**config.mk**
```make
export PLATFORM = sky130hd
export DESIGN_NAME = led_display_sched
export DESIGN_NICKNAME = d
export VERILOG_FILES = /design/src/rtl/led_display_sched_pkg.sv /design/src/rtl/led_display_sched_tick.sv /design/src/rtl/led_display_sched.sv
export SDC_FILE = /design/constraint.sdc
export NUM_CORES = 1
export LEC_CHECK = 0
export BUFFER_PORTS_ARGS = -buffer_cell sky130_fd_sc_hd__buf_2
export CAP_MARGIN = 20
export CORE_MARGIN = 2
export CORE_UTILIZATION = 59
export DETAILED_ROUTE_END_ITERATION = 7
export PLACE_DENSITY = 0.93
export SKIP_CTS_REPAIR_TIMING = 1
export SYNTH_ARGS = -nofsm -noshare
export SYNTH_HDL_FRONTEND = slang
export SYNTH_SLANG_ARGS = --single-unit
export TNS_END_PERCENT = 10
```
**constraint.sdc**
```tcl
create_clock -name clock -period 5.2 [get_ports clock]
set_input_delay 0.52 -clock clock [delete_from_list [all_inputs] [get_ports clock]]
set_output_delay 0.52 -clock clock [all_outputs]
set_load 0.005 [all_outputs]
```
**src/rtl/led_display_sched_pkg.sv**
```systemverilog
`default_nettype none
// ============================================================================
//  Module   : led_display_sched_pkg
//  Purpose  : Shared state encodings and LED constants for the front-panel
//             display scheduler.
//  Revision : 1.0 - initial release
// ============================================================================
package led_display_sched_pkg;

    // Display owner; also driven out as the mode code
    localparam logic [1:0] c_ST_CYLON = 2'd0;
    localparam logic [1:0] c_ST_ERR   = 2'd1;
    localparam logic [1:0] c_ST_STAT  = 2'd2;
    localparam logic [1:0] c_ST_OFF   = 2'd3;

    localparam logic [11:0] c_LED_ALL_ON  = 12'hFFF;
    localparam logic [11:0] c_LED_ALL_OFF = 12'h000;

endpackage
`default_nettype wire

```
**src/rtl/led_display_sched_tick.sv**
```systemverilog
`default_nettype none
// ============================================================================
//  Module   : led_tick
//  Purpose  : Free-running prescaler; tick is high for one clock every
//             2^MXPRE clocks. A synchronous clear restarts the period.
//  Revision : 1.0 - initial release
// ============================================================================
module led_tick #(
    parameter int MXPRE = 21
) (
    input  logic clock,
    input  logic reset,
    input  logic clear,
    output logic tick
);

    localparam logic [MXPRE-1:0] c_ONE = 1;

    logic [MXPRE-1:0] r_count;

    // Count every clock; reset or clear restarts the tick period
    always_ff @(posedge clock) begin
        if (reset || clear) begin
            r_count <= '0;
        end else begin
            r_count <= r_count + c_ONE;
        end
    end

    assign tick = &r_count;

endmodule
`default_nettype wire

```
**src/rtl/led_display_sched.sv**
```systemverilog
`default_nettype none
// ============================================================================
//  Module   : led_display_sched
//  Purpose  : Shares the 12-LED panel between the cylon generator, an error
//             flash sequence and a timed status word.
//             Priority: OFF > error > status > cylon.
//  Revision : 1.0 - initial release
// ============================================================================
module led_display_sched
    import led_display_sched_pkg::*;
#(
    parameter int MXPRE      = 21,
    parameter int FLASH_CNT  = 4,
    parameter int HOLD_TICKS = 8
) (
    input  logic        clock,
    input  logic        reset,
    input  logic        cfg_enable,
    input  logic [1:0]  cfg_rate,
    output logic [1:0]  cylon_rate,
    input  logic [11:0] cylon_q,
    input  logic        err_req,
    input  logic        stat_req,
    input  logic [11:0] stat_data,
    output logic        stat_ack,
    output logic [11:0] led,
    output logic [1:0]  mode
);

    localparam int c_FW = $clog2(2 * FLASH_CNT);
    localparam int c_HW = (HOLD_TICKS > 1) ? $clog2(HOLD_TICKS) : 1;

    localparam logic [c_FW-1:0] c_FLASH_LAST = c_FW'(2 * FLASH_CNT - 1);
    localparam logic [c_FW-1:0] c_FLASH_ONE  = 1;
    localparam logic [c_HW-1:0] c_HOLD_LAST  = c_HW'(HOLD_TICKS - 1);
    localparam logic [c_HW-1:0] c_HOLD_ONE   = 1;

    logic [1:0]      r_state;
    logic            r_err_pend;
    logic            r_phase;
    logic [c_FW-1:0] r_flash_cnt;
    logic [c_HW-1:0] r_hold_cnt;
    logic [11:0]     r_stat_reg;
    logic [11:0]     r_led;
    logic            r_stat_ack;

    logic [1:0]      w_next_state;
    logic            w_next_phase;
    logic [c_FW-1:0] w_next_flash;
    logic [c_HW-1:0] w_next_hold;
    logic [11:0]     w_next_stat;
    logic            w_ack;
    logic            w_restart;
    logic            w_clear;
    logic            w_tick;
    logic [11:0]     w_led_mux;

    assign cylon_rate = cfg_rate;
    assign stat_ack   = r_stat_ack;
    assign led        = r_led;
    assign mode       = r_state;

    // Every state change (and an error restart) begins a fresh tick period
    assign w_clear = (w_next_state != r_state) || w_restart;

    led_tick #(
        .MXPRE (MXPRE)
    ) u_tick (
        .clock (clock),
        .reset (reset),
        .clear (w_clear),
        .tick  (w_tick)
    );

    // Next-state and next-counter resolution in priority order
    always_comb begin
        w_next_state = r_state;
        w_next_phase = r_phase;
        w_next_flash = r_flash_cnt;
        w_next_hold  = r_hold_cnt;
        w_next_stat  = r_stat_reg;
        w_ack        = 1'b0;
        w_restart    = 1'b0;
        if (!cfg_enable) begin
            w_next_state = c_ST_OFF;
        end else begin
            case (r_state)
                c_ST_OFF: begin
                    w_next_state = c_ST_CYLON;
                end
                c_ST_CYLON: begin
                    if (r_err_pend) begin
                        w_next_state = c_ST_ERR;
                        w_next_phase = 1'b1;
                        w_next_flash = '0;
                    end else if (stat_req && !err_req) begin
                        // An error arriving this cycle outranks the status
                        // request, so hold off the ack until it has run
                        w_next_state = c_ST_STAT;
                        w_next_hold  = '0;
                        w_next_stat  = stat_data;
                        w_ack        = 1'b1;
                    end
                end
                c_ST_STAT: begin
                    if (r_err_pend) begin
                        w_next_state = c_ST_ERR;
                        w_next_phase = 1'b1;
                        w_next_flash = '0;
                    end else if (w_tick) begin
                        if (r_hold_cnt == c_HOLD_LAST) begin
                            w_next_state = c_ST_CYLON;
                        end else begin
                            w_next_hold = r_hold_cnt + c_HOLD_ONE;
                        end
                    end
                end
                default: begin // c_ST_ERR
                    if (err_req) begin
                        w_restart    = 1'b1;
                        w_next_phase = 1'b1;
                        w_next_flash = '0;
                    end else if (w_tick) begin
                        if (r_flash_cnt == c_FLASH_LAST) begin
                            w_next_state = c_ST_CYLON;
                        end else begin
                            w_next_phase = ~r_phase;
                            w_next_flash = r_flash_cnt + c_FLASH_ONE;
                        end
                    end
                end
            endcase
        end
    end

    // LED source follows the next state so led and mode move together
    always_comb begin
        w_led_mux = c_LED_ALL_OFF;
        case (w_next_state)
            c_ST_CYLON: w_led_mux = cylon_q;
            c_ST_ERR:   w_led_mux = w_next_phase ? c_LED_ALL_ON : c_LED_ALL_OFF;
            c_ST_STAT:  w_led_mux = w_next_stat;
            default:    w_led_mux = c_LED_ALL_OFF;
        endcase
    end

    // State, counters, pending error and registered outputs
    always_ff @(posedge clock) begin
        if (reset) begin
            r_state     <= c_ST_CYLON;
            r_err_pend  <= 1'b0;
            r_phase     <= 1'b0;
            r_flash_cnt <= '0;
            r_hold_cnt  <= '0;
            r_stat_reg  <= '0;
            r_led       <= c_LED_ALL_OFF;
            r_stat_ack  <= 1'b0;
        end else begin
            r_state     <= w_next_state;
            r_phase     <= w_next_phase;
            r_flash_cnt <= w_next_flash;
            r_hold_cnt  <= w_next_hold;
            r_stat_reg  <= w_next_stat;
            r_led       <= w_led_mux;
            r_stat_ack  <= w_ack;
            // Requests inside ERR act as restarts, so the pending flag only
            // accumulates outside ERR and is dropped while disabled
            r_err_pend  <= cfg_enable && (w_next_state != c_ST_ERR)
                           && (r_err_pend || err_req);
        end
    end

endmodule
`default_nettype wire

```
== Word level (Yosys, flattened, before mapping) ==
Cells that the tools add are included.

* Register bits: 56
* Logic and storage cells: 85
* Input port bits: 31
* Output and inout port bits: 17

* Reductions and logical operators: 17
* Add/sub/neg operators: 3
* Bitwise operators: 4
* Equality and inequality tests: 15
* Muxes and demuxes: 37

{| class="wikitable"
|+ Operators with widths
! kind !! number
|-
| two-way mux 12 bit || 5
|-
| case mux 12 bit (3 select lines) || 1
|-
| two-way mux 3 bit || 9
|-
| adder 21 x 1 -> 21 bit, second input constant || 1
|-
| AND reduction 21 bit || 1
|-
| two-way mux 2 bit || 9
|-
| case mux 3 bit (2 select lines) || 2
|-
| two-way mux 1 bit || 9
|-
| != test 2 bit, second input constant || 4
|-
| AND reduction 7 bit || 1
|-
| adder 3 x 1 -> 3 bit, second input constant || 2
|-
| equality test 2 bit, second input constant || 3
|-
| equality test 3 bit, second input constant || 2
|-
| != test 2 x 1 -> 1 bit, second input constant || 3
|-
| case mux 2 bit (3 select lines) || 1
|-
| AND reduction 5 bit || 1
|-
| zero test 2 bit || 2
|-
| inverter 1 bit || 4
|-
| OR reduction 4 bit || 1
|-
| logical AND 1 bit || 3
|-
| logical OR 1 bit || 3
|-
| != test 3 bit, second input constant || 1
|-
| nonzero test 3 bit || 1
|-
| OR reduction 3 bit || 1
|-
| 6 further kinds || 6
|}

== Logic depth before layout (Yosys ltp) ==
* Depth in word-level cells: 9
* Depth in mapped cells: 9
* Mapped depth without buffers: 8

== Hierarchy ==
From an unflattened synthesis, not the netlist that was laid out.

* Cell total of the unflattened synthesis: 295
* Area, all modules: 2616.3 um2

{| class="wikitable"
|+ By module, submodules not included
! module !! area an instance (um2) !! instances !! seq. area each (um2) !! cells an instance
|-
| led_display_sched || 1682.9 || 1 || 700.7 || 185
|-
| led_tick || 933.4 || 1 || 420.4 || 110
|}

== Least setup slack after synthesis ==
No wires, ideal clock.

* Path type: reg-to-reg
* From: reg u_tick.r_count[0]
* To: reg r_led[10] (netlist: led[10])
* Cell stages (with the launch flop): 9
* Clock period less this slack: 2084 ps
* Path slack: 3116 ps
* Path buffers: 1
* Setup time: 67 ps
* Data arrival time: 2017 ps
* Required time: 5133 ps
* Cells stage by stage: dfxtp_1 > ha_1 > inv_1 > or2_0 > or4_4 > a21oi_4 > o221ai_2 > buf_6 > o21ai_2

* Word-level cells in the longest chain between the ends: 7
* Elaborated cells on any way between the ends: 16
* Classes of those cells: eq/ne (2); mux (12); reduce/logical (2)

{| class="wikitable"
|+ Ends and longest elaborated chain
! item !! line !! RTL
|-
| start, declared || led_display_sched_tick.sv:19 || <nowiki>logic [MXPRE-1:0] r_count;</nowiki>
|-
| start signal, assigned || led_display_sched_tick.sv:26 || <nowiki>r_count <= r_count + c_ONE;</nowiki>
|-
| AND reduction 21 bit * || led_display_sched_tick.sv:30 || <nowiki>assign tick = &r_count;</nowiki>
|-
| two-way mux 2 bit (tied with other cells) || led_display_sched.sv:123 || <nowiki>end else if (w_tick) begin</nowiki>
|-
| two-way mux 2 bit (tied with other cells) || led_display_sched.sv:119 || <nowiki>if (err_req) begin</nowiki>
|-
| case mux 2 bit (3 select lines) / case mux 1 bit (2 select lines) (equally long branches) || led_display_sched.sv:87 || <nowiki>case (r_state)</nowiki>
|-
| two-way mux 2 bit / two-way mux 1 bit (equally long branches) || led_display_sched.sv:84 || <nowiki>if (!cfg_enable) begin</nowiki>
|-
| equality test 2 bit (tied with other cells) || led_display_sched.sv:139 || <nowiki>case (w_next_state)</nowiki>
|-
| case mux 12 bit (3 select lines) * || led_display_sched.sv:139 ||
|-
| end signal, assigned || led_display_sched.sv:156 || <nowiki>r_led <= c_LED_ALL_OFF;</nowiki>
|-
| end signal, assigned || led_display_sched.sv:164 || <nowiki>r_led <= w_led_mux;</nowiki>
|-
| end, declared || led_display_sched.sv:44 || <nowiki>logic [11:0] r_led;</nowiki>
|}

Mark *: on every way between the ends. The rest lies on a longest branch, timed or not.
A chain may end at the register's enable or synchronous reset.

== Final worst setup path ==
* From: reg u_tick.r_count[0]
* To: reg r_led[1] (netlist: led[1])

The elaborated chain is that of the path after synthesis.

==> run summary <==
First-pass GRT wire length - 8900 um
GP Congestion - 0.833
Largest net degree at the start of global routing - 28
Clock Skew - 0.00501 ns
Top-count cell post-synth - dfxtp_1
Switching portion of total power - 23.1%
Share of flip-flops with an asynchronous set or reset - 0%
# setup viols final - 0
Peak VDD IR - 0.186 mV
Net Count, Synth - 309
Highest clock rate - 363 MHz
Overflow after GRT - 0
Hold path depth - 3
Total track usage - 22.8%
Routed Antenna Nets - 0
Layout fillers - 290
Multi-input logic area - 1330 um^2
Slew headroom - 41.2%
Initial antenna violation count - 0
Vias - 2016
H-tree levels - 2
Top cells by area, synth - dfxtp_1 (44%), nor2_1 (7.1%), mux2i_1 (6.7%)
Final #Nets - 346
CTS tree - yes
Wire length per cell - 14.8 um
Clk pwr share - 36.2%
Yosys reg bits - 56
Die ar. - 4840 um^2
Crit Path Class - reg -> reg
Vias/cell - 5.58
Die W - 69.6 um
Total power - 835 uW
CP startpoint kind - flip-flop
Logic pwr share - 10.2%
Ys flop type - dfxtp_1
Max FFs per register - 21
Max Cap Violations - 0
Required time of the critical path - 5.42 ns
Worst Reg2Reg Path Length in Cells - 7
Hold slack - 0.469 ns
Vias in the first global route - 1978
Synth Warn # - 0
Status - finished clean
FF+latch area - 1120 um^2
Cell-internal power - 642 uW
Tcrit/Tclk final - 53.0%
Area delta synth->final - 13.3%
Initial core utilization - 62.5%
Biggest area consumer among synthesized cells - dfxtp_1
Later-pin clock latency in the skew report - 0.31 ns
Core Box Area - 4060 um^2
Worst min path class - in -> reg
Layout cell share with drive strength beyond 1 - 23.2%
CTS sink count - 56
Fin. Hold Viols - 0
Post-Route Setup TNS - 0 ns
Worst reg2reg setup slack - 2.44 ns
Syn_area_per_cell - 9.29 um^2
Pwr/cell area - 290 nW/um^2
Root Buffer - clkbuf_8
RSZ-0062 raised after global routing - no
Post-Syn Area - 2540 um^2
Fin. max-slew vios - 0
Worst-margin pin slew - 0.877 ns
Syn Inst Count - 273
Seq pwr share - 53.6%
Rows - 23
Final WL - 5360 um
Iter 0 DRT Violations - 71
Die height - 69.6 um
Clock Path Buffers - 2
DR pass1 iterations - 4
Yosys top cell area share - 44.2%
Clock transition at the registers of the reported paths - 0.09 ns
Min Tclk post-route - 2.76 ns
Drc violations - 0
Number of buffers created by CTS - 5
Synth cell types - 44
Ant. Diodes - 0
Number of synthesized flops with an enable pin - 0
Sequential-to-total area share from yosys stat - 44.2%
Port buffer count - 43
CP Max Fanout - 27
CP Capture Type - flip-flop
Commonest cells in the netlist - dfxtp_1 (56), nor2_1 (48), nand2_1 (29)
Dpl hpwl - 3740 um
IO Count - 48
Crit path DAT - 2.97 ns
LEAKAGE - 1.30 nW
Psw - 193 uW
==> through the flow <==
step | instances | utilization [%] | instance area [um^2] | worst slack, ns
4_1_cts | 361 | 70.9 | 2880 | 2.45
6_report | 361 | 70.9 | 2880 | 2.44
3_5_place_dp | 353 | 67.7 | 2750 | 2.55
2_1_floorplan | 273 | - | 2540 | 3.12
5_1_grt | 361 | 70.9 | 2880 | 2.25
3_3_place_gp | 353 | 67.7 | 2750 | 2.70
==> worst paths after layout <==
check | startpoint | endpoint
worst max register to register | u_tick.r_count[0]$_SDFF_PP0_ | led[1]$_SDFF_PP0_
worst max-delay path | u_tick.r_count[0]$_SDFF_PP0_ | led[1]$_SDFF_PP0_
worst min register to register | r_hold_cnt[0]$_SDFFE_PP0P_ | r_hold_cnt[0]$_SDFFE_PP0P_
worst min-delay path | stat_data[0] | r_stat_reg[0]$_SDFF_PP0_
==> worst max-delay path: stages (launching register included) <==
cell and delay (ns):
dfxtp_1 0.39, ha_1 0.28, nand4_1 0.17, nor4_4 0.34, a41oi_4 0.41, a2111oi_4 0.46, o221ai_2 0.37, o21ai_0 0.23
==> layer usage <==
layer  up-vias  share of wire, %  global-route usage, %
met5         -                 0                      0
met4         0               1.9                   8.28
met3        12               4.9                   4.94
met2        50                50                   39.9
met1       946                43                   27.3
li1       1008                 -                      -
==> power by group through the flow <==
stage	Clock [mW]	Combinational, mW	Sequential [mW]
after floorplan	0	0.0584	0.455
after CTS	0.308	0.0849	0.447
after global routing	0.321	0.0937	0.449
after detailed placement	0	0.0835	0.457
final	0.302	0.0852	0.447
after global placement	0	0.0806	0.457
==> cells by family (layout without fill, tap and decap cells) <==
| kind of cell | count (synthesis) | after routing | share of synthesized area (%) |
|---|---|---|---|
| XOR/XNOR | 19 | 19 | 6.56 |
| flip-flops | 56 | 56 | 44.2 |
| multiplexers | 17 | 17 | 6.71 |
| buffers and inverters | 18 | 56 | 3.50 |
| AND/OR/NAND/NOR | 117 | 117 | 23.5 |
| adder cells (fa/ha/maj) | 5 | 5 | 2.47 |
| AO/OA/AOI/OAI | 41 | 41 | 13.1 |
==> cell usage in the layout, fill, tap and decap left out, drive strengths merged, types with 2 or more instances in the layout <==
| master | Yosys | routed |
|---|---|---|
| clkbuf | 5 | 7 |
| and2 | 2 | 2 |
| nor3b | 2 | 2 |
| ha | 5 | 5 |
| inv | 4 | 4 |
| xnor2 | 7 | 7 |
| nor2 | 48 | 48 |
| nand4 | 7 | 7 |
| nor3 | 2 | 2 |
| or4 | 2 | 2 |
| o21ai | 28 | 28 |
| xor2 | 12 | 12 |
| mux2i | 17 | 17 |
| a21oi | 4 | 4 |
| nand3 | 5 | 5 |
| and4 | 2 | 2 |
| and3 | 6 | 6 |
| dfxtp | 56 | 56 |
| nor2b | 3 | 3 |
| nand2 | 29 | 29 |
| buf | 9 | 44 |
| nor4 | 4 | 4 |
==> area by class of cell <==
cell class / instances / area share (%)
multi-input cells: 199 / 46.2
clock buffers: 7 / 3.35
clock inverters: 1 / 1.04
well taps: 50 / 2.18
flip-flops and latches: 56 / 39.0
repair buffers: 44 / 7.75
inverters: 4 / 0.522
(Power assumes the default switching activity.)
